`src/rtl/data_mem_ctrl.sv`:
```
// data_mem_ctrl: MEM-stage data RAM initiator; sub-word stores are done as
// read-modify-write, misaligned accesses are reported as AdEL/AdES.
//
// Ports:
//   clk, rst                         clock, async active-high reset
//   req_i, we_i, size_i, sext_i      request, store, size (00 b/01 h/1x w),
//                                    load sign-extend
//   addr_i, wdata_i                  byte address, right-justified store data
//   stall_o                          pipeline hold (combinational)
//   done_o, rdata_o                  completion pulse, extended load data
//   adel_o, ades_o, bad_addr_o       address-error pulses, faulting address
//   ram_we_o, ram_addr_o, ram_data_o RAM write enable, word address, write data
//   ram_data_i                       RAM read data (combinational)
module data_mem_ctrl (
    input  logic        clk,
    input  logic        rst,
    input  logic        req_i,
    input  logic        we_i,
    input  logic [1:0]  size_i,
    input  logic        sext_i,
    input  logic [31:0] addr_i,
    input  logic [31:0] wdata_i,
    output logic        stall_o,
    output logic        done_o,
    output logic [31:0] rdata_o,
    output logic        adel_o,
    output logic        ades_o,
    output logic [31:0] bad_addr_o,
    output logic        ram_we_o,
    output logic [31:0] ram_addr_o,
    output logic [31:0] ram_data_o,
    input  logic [31:0] ram_data_i
);

    typedef enum logic {IDLE, MERGE_WR} state_t;

    state_t      state, state_nx;
    logic [31:0] merge;
    logic [29:0] lat_addr;

    logic        aligned;
    logic        sub;
    logic [4:0]  shift;
    logic [31:0] mask;
    logic [31:0] shifted;
    logic [31:0] ld_ext;
    logic [31:0] merged;

    // Lane position: big-endian, so offset 0 is the most significant lane.
    always_comb begin
        aligned = 1'b1;
        case (size_i)
            2'b00:   aligned = 1'b1;
            2'b01:   aligned = ~addr_i[0];
            default: aligned = (addr_i[1:0] == 2'b00);
        endcase
        sub     = ~size_i[1];
        shift   = size_i[0] ? {~addr_i[1], 4'b0000}
                            : {~addr_i[1:0], 3'b000};
        mask    = (size_i[0] ? 32'h0000_FFFF : 32'h0000_00FF) << shift;
        shifted = ram_data_i >> shift;
        if (size_i[1])
            ld_ext = ram_data_i;
        else if (size_i[0])
            ld_ext = {{16{sext_i & shifted[15]}}, shifted[15:0]};
        else
            ld_ext = {{24{sext_i & shifted[7]}}, shifted[7:0]};
        merged  = (ram_data_i & ~mask) | ((wdata_i << shift) & mask);
    end

    always_ff @(posedge clk or posedge rst) begin
        if (rst)
            state <= IDLE;
        else
            state <= state_nx;
    end

    always_comb begin
        state_nx   = state;
        stall_o    = 1'b0;
        ram_we_o   = 1'b0;
        ram_addr_o = 32'h0;
        ram_data_o = 32'h0;
        case (state)
            IDLE: begin
                if (req_i && aligned) begin
                    ram_addr_o = {addr_i[31:2], 2'b00};
                    if (we_i && !sub) begin
                        ram_we_o   = 1'b1;
                        ram_data_o = wdata_i;
                    end
                    if (we_i && sub) begin
                        stall_o  = 1'b1;
                        state_nx = MERGE_WR;
                    end
                end
            end
            default: begin
                ram_we_o   = 1'b1;
                ram_addr_o = {lat_addr, 2'b00};
                ram_data_o = merge;
                stall_o    = 1'b1;
                state_nx   = IDLE;
            end
        endcase
    end

    always_ff @(posedge clk or posedge rst) begin
        if (rst) begin
            done_o     <= 1'b0;
            rdata_o    <= 32'h0;
            adel_o     <= 1'b0;
            ades_o     <= 1'b0;
            bad_addr_o <= 32'h0;
            merge      <= 32'h0;
            lat_addr   <= 30'h0;
        end else begin
            done_o <= 1'b0;
            adel_o <= 1'b0;
            ades_o <= 1'b0;
            case (state)
                IDLE: begin
                    if (req_i) begin
                        if (!aligned) begin
                            done_o     <= 1'b1;
                            adel_o     <= ~we_i;
                            ades_o     <= we_i;
                            bad_addr_o <= addr_i;
                            rdata_o    <= 32'h0;
                        end else if (!we_i) begin
                            done_o  <= 1'b1;
                            rdata_o <= ld_ext;
                        end else if (!sub) begin
                            done_o  <= 1'b1;
                            rdata_o <= 32'h0;
                        end else begin
                            merge    <= merged;
                            lat_addr <= addr_i[31:2];
                        end
                    end
                end
                default: begin
                    done_o  <= 1'b1;
                    rdata_o <= 32'h0;
                end
            endcase
        end
    end

endmodule

```
`config.mk`:
```
export PLATFORM = sky130hd
export DESIGN_NAME = data_mem_ctrl
export DESIGN_NICKNAME = d
export VERILOG_FILES = /design/src/rtl/data_mem_ctrl.sv
export SDC_FILE = /design/constraint.sdc
export NUM_CORES = 1
export LEC_CHECK = 0
export CAP_MARGIN = 25
export CORE_ASPECT_RATIO = 1.25
export CORE_MARGIN = 8
export CORE_UTILIZATION = 41
export CTS_BUF_LIST = sky130_fd_sc_hd__clkbuf_2 sky130_fd_sc_hd__clkbuf_4 sky130_fd_sc_hd__clkbuf_8
export DETAILED_ROUTE_END_ITERATION = 7
export DONT_BUFFER_PORTS = 1
export PLACE_DENSITY_LB_ADDON = 0.12
export SLEW_MARGIN = 20
export SYNTH_ARGS = -nofsm -noshare
export SYNTH_HDL_FRONTEND = slang
export SYNTH_SLANG_ARGS = --single-unit
```
`constraint.sdc`:
```
create_clock -name clk -period 5.25 [get_ports clk]
set_clock_uncertainty 0.15 [all_clocks]
set_input_delay 0.7875 -clock clk [delete_from_list [all_inputs] [get_ports clk]]
set_output_delay 0.7875 -clock clk [all_outputs]
set_load 0.02 [all_outputs]
```
-- Word-level counts from Yosys, hierarchy flattened
Index checks and enable logic that the tools add are counted.
- muxes and demuxes: 33
- equality and inequality tests: 2
- add/sub/neg operators: 0
- reductions and logical operators: 9
- shift-type cells: 3
- multiply operators: 0
- div/mod/pow operators: 0
- bitwise gates (word level): 13
- order comparisons: 0
- operators with widths (cell ; count):
    $mux W32 ; 12
    $and A32 B32 Y32 ; 2
    $not A32 Y32 ; 1
    $or A32 B32 Y32 ; 1
    $shl A16 B5 Y32 ; 1
    $shl A32 B5 Y32 ; 1
    $shr A32 B5 Y16 ; 1
    $mux W1 ; 18
    $mux W16 ; 1
    $not A1 Y1 ; 6
    $mux W5 ; 1
    $reduce_and A5 Y1 ; 1
    $logic_not A2 Y1 ; 2
    $ne A4 B4 Y1 const B ; 1
    $logic_and A1 B1 Y1 ; 3
    $reduce_and A3 Y1 ; 1
    $and A1 B1 Y1 ; 2
    $eq A2 B1 Y1 const B ; 1
    $not A2 Y2 ; 1
    $pmux W1 S2 ; 1
    $reduce_and A2 Y1 ; 1
    $reduce_bool A2 Y1 ; 1
- bits in registers: 130
- memory bits (read-only): 0
- word-level logic and storage cells: 68
- latch bits: 0
- memory bits (writable): 0
- memories: 0

-- Longest topological paths before layout
Gate-level depths: netlist of the first run.
- word-level depth: 10
- depth in mapped cells: 7
- gate-level depth less buffers: 4

-- Worst setup path after synthesis of the first run
No wires, ideal clock.
- path kind: input-to-output
- from: in addr_i[0]
- to: out ram_data_o[31]
- arrival: 1931 ps
- stages: 6
- buffers on the path: 2
- path slack: 2381 ps
- cell sequence: buf_2 nor2_1 nand3_1 nor2_1 clkbuf_1 a22o_1
- cells in the longest elaborated chain, start to end: 5
- elaborated cells on any way between the ends: 6
- classes of those cells: mux: 3; bitwise: 1; reduce/logical: 2
- RTL lines (element ; RTL line ; RTL):
    from (decl) ; 21 ; input logic [31:0] addr_i,
    $logic_not A2 Y1 / $not A1 Y1 (equally long branches) ; 55, 54 ;
    $pmux W1 S2 * ; 52 ; case (size_i)
    $logic_and A1 B1 Y1 * ; 86 ; if (req_i && aligned) begin
    $mux W32 * ; 86 ;
    $mux W32 * ; 84 ; case (state)
    to (decl) ; 31 ; output logic [31:0] ram_data_o,
Every way passes the cells marked *; elsewhere a longest branch is shown, timed or not.

-- Worst setup path after layout of the first run
- from: in size_i[0]
- to: out ram_addr_o[7]
- cells in the longest elaborated chain, start to end: 5
- elaborated cells on any way between the ends: 6
- classes of those cells: eq/ne: 1; mux: 3; reduce/logical: 2
- RTL lines (element ; RTL line ; RTL):
    from (decl) ; 19 ; input logic [1:0] size_i,
    $eq A2 B1 Y1 / $logic_not A2 Y1 (equally long branches) ; 52 ;
    $pmux W1 S2 * ; 52 ;
    $logic_and A1 B1 Y1 * ; 86 ;
    $mux W32 * ; 86 ;
    $mux W32 * ; 84 ;
    to (decl) ; 30 ; output logic [31:0] ram_addr_o,
Marked as above.

==> results.json, run 1 <==
{
  "slew_headroom": 0.3928,
  "netSwitchingFraction": 0.3089,
  "ys_warn_count": 0,
  "drtIter0Drc": 226,
  "critPathSlowestCell": "and3_2",
  "overflow": 0,
  "cp.arrival_ps": 2240,
  "pwr-share-clk": 0.341,
  "netlist_area_sq_um": 6455,
  "worst_setup_path_start_kind": "primary input",
  "die-area_sq_um": 20040,
  "internal_power_mw": 1.814,
  "cts_tree": "yes",
  "ant_nets": 0,
  "start_util": 0.4163,
  "crit_chain": "o21ai_0 -> and3_2 -> a22o_1",
  "yosysSeqAreaShare": 0.5040,
  "drt-pass1-iter-count": 4,
  "period_share": 0.6060,
  "clk_latency_ps": 450,
  "maxSlewViolCount": 0,
  "final.min_clock_period_ps": 3182,
  "wl_microns": 20090,
  "final_cell_mix": "129 x dfrtp_1, 71 x mux2_2, 63 x a22o_1, 47 x o21ai_0, 39 x nand2_1",
  "cts_root_buf": "clkbuf_8",
  "rr_startpoint": "state",
  "post_cts_buffers": 0,
  "vias": 4500,
  "worst_setup_path_end_kind": "primary output",
  "p_leak_nw": 3.060,
  "clock_sinks": 130,
  "antennaDiodeCount": 0,
  "ys_top_cells_by_area": "dfrtp_1 50%, mux2_2 12%, a22o_1 8.5%",
  "chipHeight_microns": 156.3,
  "drive_above_1_share": 0.2328,
  "synth.avg_cell_area_sq_um": 11.87,
  "io_buffers": 0,
  "cp_slowest_stage_delay_ps": 670,
  "worst-path-max-fanout": 30,
  "crit_required_ps": 4310,
  "core_area_sq_um": 15510,
  "yosysTopAreaCellShare": 0.5040,
  "final_cell_area_sq_um": 7017,
  "rsz0062_at_grt": "false",
  "synth_edf_count": 0,
  "die_x_microns": 128.2,
  "clk_transition_reported_paths_ps": 70,
  "startpoint": "size_i[0]",
  "num_rows": 51,
  "grt_pass1_wl_microns": 30050,
  "vdd.ir_drop.worst_uv": 164.4,
  "grt_max_degree": 84,
  "cts_buffers": 17,
  "routed_via_density": 6.008,
  "antenna_found_initial": 0,
  "p_comb_frac": 0.140,
  "switchingPower_mw": 0.8108,
  "postSynthCellCount": 544,
  "drv_cap": 0,
  "regArea_sq_um": 3254,
  "cellPowerDensity_nw_per_um2": 374.0,
  "cts.hold.buffers_added": 0,
  "setup_viol": 0,
  "synth_ff_type": "dfrtp_1",
  "gp_congestion": 0.8253,
  "final_hold_viol_count": 0,
  "cts-htree-levels": 4,
  "status": "complete, no violations",
  "grt_pass1_vias": 4760,
  "nFillCells": 1467,
  "multi_input_area_sq_um": 2945,
  "max_freq_ghz": 0.3143,
  "syn2layout_area_growth_pct": 8.703,
  "cts_resized": 0,
  "cp_top_family": "compound AO/OA/AOI/OAI gates",
  "fin_setup_tns_ps": 0,
  "wire_per_inst_microns": 26.82,
  "track_usage": 0.1995,
  "drc": 0,
  "cp_num_buf_inv": 0,
  "synth.distinct_cells": 45,
  "fin_nets": 627,
  "path_class": "primary input to primary output",
  "ios": 236,
  "placed_area_sq_um": 6599,
  "hp-class": "primary input to async pin",
  "yosys.area.top_type": "dfrtp_1",
  "numPlacedInstances": 717,
  "worst_pin_slew_ps": 907.0,
  "hpwl_microns": 14620,
  "synthArstFlopShare": 1.000,
  "final_common_cell": "dfrtp_1",
  "ys_ff_latch": 130,
  "fin_cells": 749,
  "seqPwrFrac": 0.519,
  "ctsLongestPathBuffers": 2
}
==> sequential cells by signal (all words and copies together), names as in the netlist <==
name and cells:
adel_o 1, ades_o 1, bad_addr_o 32, done_o 1, lat_addr 30, merge 32
rdata_o 32, state 1
==> routing by layer <==
metal / up-vias / part of all wire / track usage
met3: 32 / 0.12 / 0.09397
met2: 198 / 0.49 / 0.3276
met1: 2265 / 0.37 / 0.2160
li1: 2005 / - / -
met5: - / 0 / 0
met4: 0 / 0.024 / 0.08456
==> logic make-up after synthesis <==
kind of cell | Yosys count | synth area share
AO/OA/AOI/OAI | 162 | 0.1927
flip-flops | 130 | 0.5040
multiplexers | 110 | 0.1876
AND/OR/NAND/NOR | 86 | 0.07250
buffers and inverters | 55 | 0.04264
other | 1 | 0.0005810
==> worst register-to-register path, cell delays in order, from the launching register on <==
cell and delay [ps]:
dfrtp_2 410, buf_4 310, or3b_4 510, nor4b_4 810
a221o_1 280
==> metrics by stage <==
stage / power (mW) / setup slack [ps] / hold WS [ps] / util
global route: 2.751 / 1969 / 223.3 / 0.4525
CTS: 2.661 / 1601 / 206.1 / 0.4524
floorplan: 1.657 / 843.2 / 300.2 / -
global placement: 1.737 / 1795 / 313.9 / 0.4220
finish: 2.624 / 2068 / 198.4 / 0.4525
detailed placement: 1.756 / 1609 / 323.0 / 0.4256
==> worst paths after layout <==
path | to | slack, ps | cells past startpoint
hold reg to reg | merge[19] | 330 | 2
max in group asynchronous | adel_o | 3620 | 2
min in group clk | adel_o | 240 | 1
setup reg to reg | rdata_o[21] | 2720 | 4
hold / removal | bad_addr_o[0] | 200 | 1
setup / recovery | ram_addr_o[7] | 2070 | 3
==> cells in the mapped netlist (all sizes together) (2+ instances only) <==
library cell / count
buf: 28
nand3b: 8
o21ai: 49
a21oi: 4
a221o: 20
or3: 14
mux2i: 37
dfrtp: 130
a22oi: 3
mux2: 72
o2bb2ai: 7
a32o: 4
nand2b: 6
nand2: 40
clkbuf: 21
a22o: 63
inv: 6
nor2b: 2
o21bai: 2
nor2: 5
a31oi: 8
==> power by group through the flow <==
stage,clock (mW),combinational [mW],sequential [mW]
after floorplan,0,0.322,1.33
after global placement,0,0.354,1.38
after detailed placement,0,0.373,1.38
after CTS,0.921,0.374,1.37
after global routing,0.959,0.405,1.39
final,0.896,0.366,1.36
==> area by class of cell <==
cell class | instances | share of cell area
Timing Repair Buffer | 9 | 0.01534
Sequential cell | 130 | 0.4638
Multi-Input combinational cell | 360 | 0.4198
Inverter | 6 | 0.003923
Clock buffer | 21 | 0.04119
Clock inverter | 11 | 0.01819
Tap cell | 212 | 0.03780
No activity file was read; power rests on OpenSTA's default activity.
==> run 2, diff against run 1 <==
- clock period: 5.25 -> 3 ns (I/O delays scaled with it)
==> run 2 against run 1 <==
  * Combinational power rose by 92%
  * Flip-flop and latch count did not move
  * Die area did not move
  * First-iteration DRC count rose by 42%
  * Count of clock-buffer cells in the layout decreased by 1
  * Sequential share of layout area fell by 3.0 points
  * Critical endpoint is now ram_addr_o[18]
  * Largest cell class unchanged
  * Largest power group unchanged
  * Highest routed layer unchanged
==> results.json, run 2 (synthesized netlist as in run 1, its figures left out) <==
{
  "io_buffers": 0,
  "routed_via_density": 5.953,
  "worst_pin_slew_ps": 913.5,
  "cts_buffers": 17,
  "hp-class": "primary input to flop",
  "drc": 0,
  "antennaDiodeCount": 0,
  "overflow": 0,
  "fin_setup_tns_ps": 0,
  "grt_pass1_vias": 5060,
  "syn2layout_area_growth_pct": 16.17,
  "drv_cap": 0,
  "cts_resized": 0,
  "max_freq_ghz": 0.3594,
  "wire_per_inst_microns": 25.76,
  "switchingPower_mw": 1.422,
  "maxSlewViolCount": 0,
  "rsz0062_at_grt": "false",
  "drt-pass1-iter-count": 4,
  "cts_tree": "yes",
  "status": "complete, no violations",
  "placed_area_sq_um": 6610,
  "slew_headroom": 0.3884,
  "seqPwrFrac": 0.528,
  "vdd.ir_drop.worst_uv": 335.8,
  "cp.arrival_ps": 2180,
  "crit_required_ps": 2400,
  "cts_root_buf": "clkbuf_8",
  "cts-htree-levels": 4,
  "grt_max_degree": 75,
  "drtIter0Drc": 321,
  "internal_power_mw": 3.095,
  "die_x_microns": 128.2,
  "num_rows": 51,
  "track_usage": 0.2077,
  "cellPowerDensity_nw_per_um2": 602.4,
  "final_common_cell": "dfrtp_1",
  "worst_hold_slack_ps": 45.49,
  "final_hold_viol_count": 0,
  "nFillCells": 1393,
  "regArea_sq_um": 3254,
  "final_cell_mix": "129 x dfrtp_1, 71 x mux2_2, 63 x a22o_1, 51 x dlygate4sd3_1, 47 x o21ai_0",
  "p_leak_nw": 3.269,
  "p_comb_frac": 0.155,
  "setup_viol": 0,
  "final.min_clock_period_ps": 2782,
  "path_common_cell": "buf_4",
  "clk_transition_reported_paths_ps": 80,
  "fin_nets": 680,
  "finalCoreUtilization": 0.4836,
  "pre_cts_ws_ps": 694.3,
  "start_util": 0.4163,
  "gp_congestion": 0.7966,
  "pwr-share-clk": 0.316,
  "final_cell_area_sq_um": 7498,
  "clk_latency_ps": 440,
  "critPathSlowestCell": "dfrtp_2",
  "chipHeight_microns": 156.3,
  "path_class": "flop to primary output",
  "ios": 236,
  "worst_setup_path_start_kind": "flop",
  "die-area_sq_um": 20040,
  "drive_above_1_share": 0.2136,
  "hpwl_microns": 14700,
  "period_share": 0.9274,
  "core_area_sq_um": 15510,
  "ctsLongestPathBuffers": 2,
  "reg_top3": "bad_addr_o x32, merge x32, rdata_o x32",
  "antenna_found_initial": 0,
  "grt_pass1_wl_microns": 31260,
  "wl_microns": 20660,
  "vias": 4774,
  "multi_input_area_sq_um": 2944,
  "fin_ws_ps": 217.9,
  "worst_setup_path_end_kind": "primary output",
  "cp_slowest_stage_delay_ps": 490,
  "clock_sinks": 130,
  "crit_chain": "buf_4 -> nor2b_1 -> and3_1 -> buf_4 -> a22o_1",
  "worst-path-max-fanout": 30,
  "netSwitchingFraction": 0.3148,
  "ant_nets": 0
}
## run 2: cell types whose count changed in the layout (fill, tap and decap cells not counted), sizes merged
cell         before  now
dlygate4sd3       0   51
clkinv            2    5
buf               9   11
bufinv            2    1
clkbuf           21   20
inv               7    6
## run 2: layout make-up
class	count	area share
flip-flops and latches	130	0.4340
multi-input cells	360	0.3926
repair buffers	62	0.08410
clock buffers	20	0.03588
well taps	212	0.03537
clock inverters	12	0.01452
inverters	6	0.003504
## run 2: metal layers
| metal | global-route usage | vias up | routed length [microns] |
|---|---|---|---|
| li1 | - | 2111 | - |
| met1 | 0.2282 | 2428 | 7510 |
| met2 | 0.3415 | 211 | 10240 |
| met3 | 0.09908 | 24 | 2506 |
| met4 | 0.07605 | 0 | 401 |
| met5 | 0 | - | 0 |
## run 2: through the flow
step	total power, mW	instances
2_1_floorplan	2.900	545
3_3_place_gp	3.049	719
3_5_place_dp	3.070	719
4_1_cts	4.567	802
5_1_grt	4.746	802
6_report	4.517	802
## run 2: final timing paths
kind	from	endpoint	slack, ps	cells past startpoint
min reg2reg	merge[17]	merge[17]	330	2
min in group asynchronous	rst	done_o	440	2
min	size_i[1]	rdata_o[4]	50	2
max reg2reg	state	rdata_o[18]	750	3
max	state	ram_addr_o[18]	220	5
max in group asynchronous	rst	merge[14]	1550	3
## run 2: repair_timing
item                                    4_1_cts  5_1_grt
buffers inserted                              0        0
hold buffers                                 51        0
hold endpoints to repair                    108        0
endpoints found under the setup margin        0        0
## run 2: power by group through the flow
stage | clock network [mW] | registers (mW) | logic, mW
2_1_floorplan | 0 | 2.34 | 0.565
3_3_place_gp | 0 | 2.42 | 0.627
3_5_place_dp | 0 | 2.42 | 0.648
4_1_cts | 1.46 | 2.39 | 0.709
5_1_grt | 1.54 | 2.43 | 0.776
6_report | 1.43 | 2.39 | 0.701
## run 2: worst max-delay path: cells and delay by family (launching register included)
family / cells / cell delay [ps]
buffers and inverters: 2 / 570
AOI/OAI and AO/OA: 1 / 340
DFF: 1 / 490
and+or+nand+nor: 2 / 330
==> run 3, diff against run 2 <==
- CTS_BUF_LIST: sky130_fd_sc_hd__clkbuf_2 sky130_fd_sc_hd__clkbuf_4 sky130_fd_sc_hd__clkbuf_8 -> sky130_fd_sc_hd__clkbuf_16
- CTS_CLUSTER_DIAMETER: not set -> 100
- MAX_ROUTING_LAYER: not set -> met4
==> run 3 against run 2 <==
  * Setup slack better by 51 ps
  * Non-clock buffer count shrank 49
  * Die area unchanged
  * First-iteration DRC count is 1.6% higher
  * Hold slack worse by 19 ps
  * Combinational power is 8.7% lower
  * Global-route usage fell by 0.20 points
  * Design area fell by 4.3%
  * Highest routed layer unchanged
==> results.json, run 3 (synthesized netlist as in run 1, its figures left out) <==
{
  "status": "complete, no violations",
  "wire_per_inst_microns": 26.48,
  "track_usage": 0.2057,
  "critPathSlowestCell": "dfrtp_2",
  "cp_top_family": "buffers and inverters",
  "report.power.total_mw": 4.938,
  "antenna_found_initial": 0,
  "ant_nets": 0,
  "core_area_sq_um": 15510,
  "grt_max_degree": 75,
  "reg_top3": "bad_addr_o x32, merge x32, rdata_o x32",
  "numPlacedInstances": 719,
  "worst_setup_path_start_kind": "flop",
  "placed_area_sq_um": 6610,
  "cp.arrival_ps": 2130,
  "cp_num_buf_inv": 2,
  "max_freq_ghz": 0.3661,
  "start_util": 0.4163,
  "path_class": "flop to primary output",
  "routed_via_density": 5.983,
  "clk_transition_reported_paths_ps": 60,
  "setup_viol": 0,
  "crit_chain": "buf_4 -> nor2b_1 -> and3_1 -> buf_4 -> a22o_1",
  "wl_microns": 19940,
  "die-area_sq_um": 20040,
  "drc": 0,
  "final.min_clock_period_ps": 2731,
  "cts_tree": "yes",
  "period_share": 0.9105,
  "cp_slowest_stage_delay_ps": 480,
  "slew_headroom": 0.3925,
  "rr_startpoint": "state",
  "hp-class": "primary input to flop",
  "final_common_cell": "dfrtp_1",
  "worst_setup_path_end_kind": "primary output",
  "drtIter0Drc": 326,
  "worstHoldStart": "ram_data_i[25]",
  "maxSlewViolCount": 0,
  "drt-pass1-iter-count": 5,
  "gp_congestion": 0.8050,
  "cts-htree-levels": 4,
  "startpoint": "state",
  "final_hold_viol_count": 0,
  "path_common_cell": "buf_4",
  "cts.hold.buffers_added": 2,
  "hpwl_microns": 14700,
  "grt_pass1_wl_microns": 29970,
  "worst-path-max-fanout": 30,
  "crit_required_ps": 2400,
  "ctsLongestPathBuffers": 2,
  "io_buffers": 0,
  "clk_latency_ps": 410,
  "grt_pass1_vias": 4751,
  "cts_resized": 0,
  "clock_sinks": 130,
  "vias": 4505,
  "finalCoreUtilization": 0.4628,
  "rsz0062_at_grt": "false",
  "cellPowerDensity_nw_per_um2": 688.2,
  "num_rows": 51,
  "syn2layout_area_growth_pct": 11.16,
  "fin_cells": 753,
  "drv_cap": 0,
  "pre_cts_ws_ps": 694.3,
  "overflow": 0,
  "final_cell_area_sq_um": 7176,
  "final_cell_mix": "129 x dfrtp_1, 71 x mux2_2, 63 x a22o_1, 47 x o21ai_0, 39 x nand2_1",
  "fin_ws_ps": 268.5,
  "fin_setup_tns_ps": 0,
  "chipHeight_microns": 156.3,
  "drive_above_1_share": 0.2274,
  "cts_buffers": 17,
  "worst_pin_slew_ps": 907.5,
  "fin_nets": 631,
  "nFillCells": 1418,
  "cts_root_buf": "clkbuf_16",
  "post_cts_buffers": 0,
  "p_leak_nw": 3.141,
  "vdd.ir_drop.worst_uv": 298.0,
  "die_x_microns": 128.2,
  "worst_hold_slack_ps": 26.98,
  "ios": 236,
  "antennaDiodeCount": 0
}
[run 3: worst register-to-register path, cell delays in order (launching register included)]
cell     delay (ps)
dfrtp_2         480
or3b_4          440
nor4b_4         810
a221o_1         280
[run 3: metal layers]
| layer | share of wire | up-vias | GRT usage |
|---|---|---|---|
| met3 | 0.13 | 18 | 0.09976 |
| met5 | 0 | - | - |
| li1 | - | 2008 | - |
| met4 | 0.014 | 0 | 0.05846 |
| met2 | 0.49 | 214 | 0.3291 |
| met1 | 0.37 | 2265 | 0.2225 |
[run 3: final cells by class]
| class | count | area, sq um | share of cell area |
|---|---|---|---|
| Clock buffer | 17 | 425.4 | 0.05929 |
| Sequential cell | 130 | 3254 | 0.4535 |
| Tap cell | 212 | 265.3 | 0.03697 |
| Clock inverter | 15 | 120.1 | 0.01674 |
| Inverter | 6 | 26.28 | 0.003662 |
| Multi-Input combinational cell | 360 | 2944 | 0.4103 |
| Timing Repair Buffer | 13 | 140.1 | 0.01953 |
[run 3: path summary, 6_finish.rpt]
kind | to | slack [ps] | depth (start not counted)
setup reg to reg | rdata_o[19] | 760 | 3
setup / recovery | ram_addr_o[31] | 270 | 5
hold reg to reg | merge[3] | 330 | 2
min in group asynchronous | rdata_o[11] | 470 | 2
max in group asynchronous | lat_addr[5] | 1510 | 3
hold / removal | rdata_o[25] | 30 | 1
[run 3: power by group]
group / total [mW] / internal (mW) / switching [mW]
Combinational: 0.640 / 0.307 / 0.333
Sequential: 2.39 / 2.04 / 0.346
Clock: 1.91 / 1.13 / 0.782
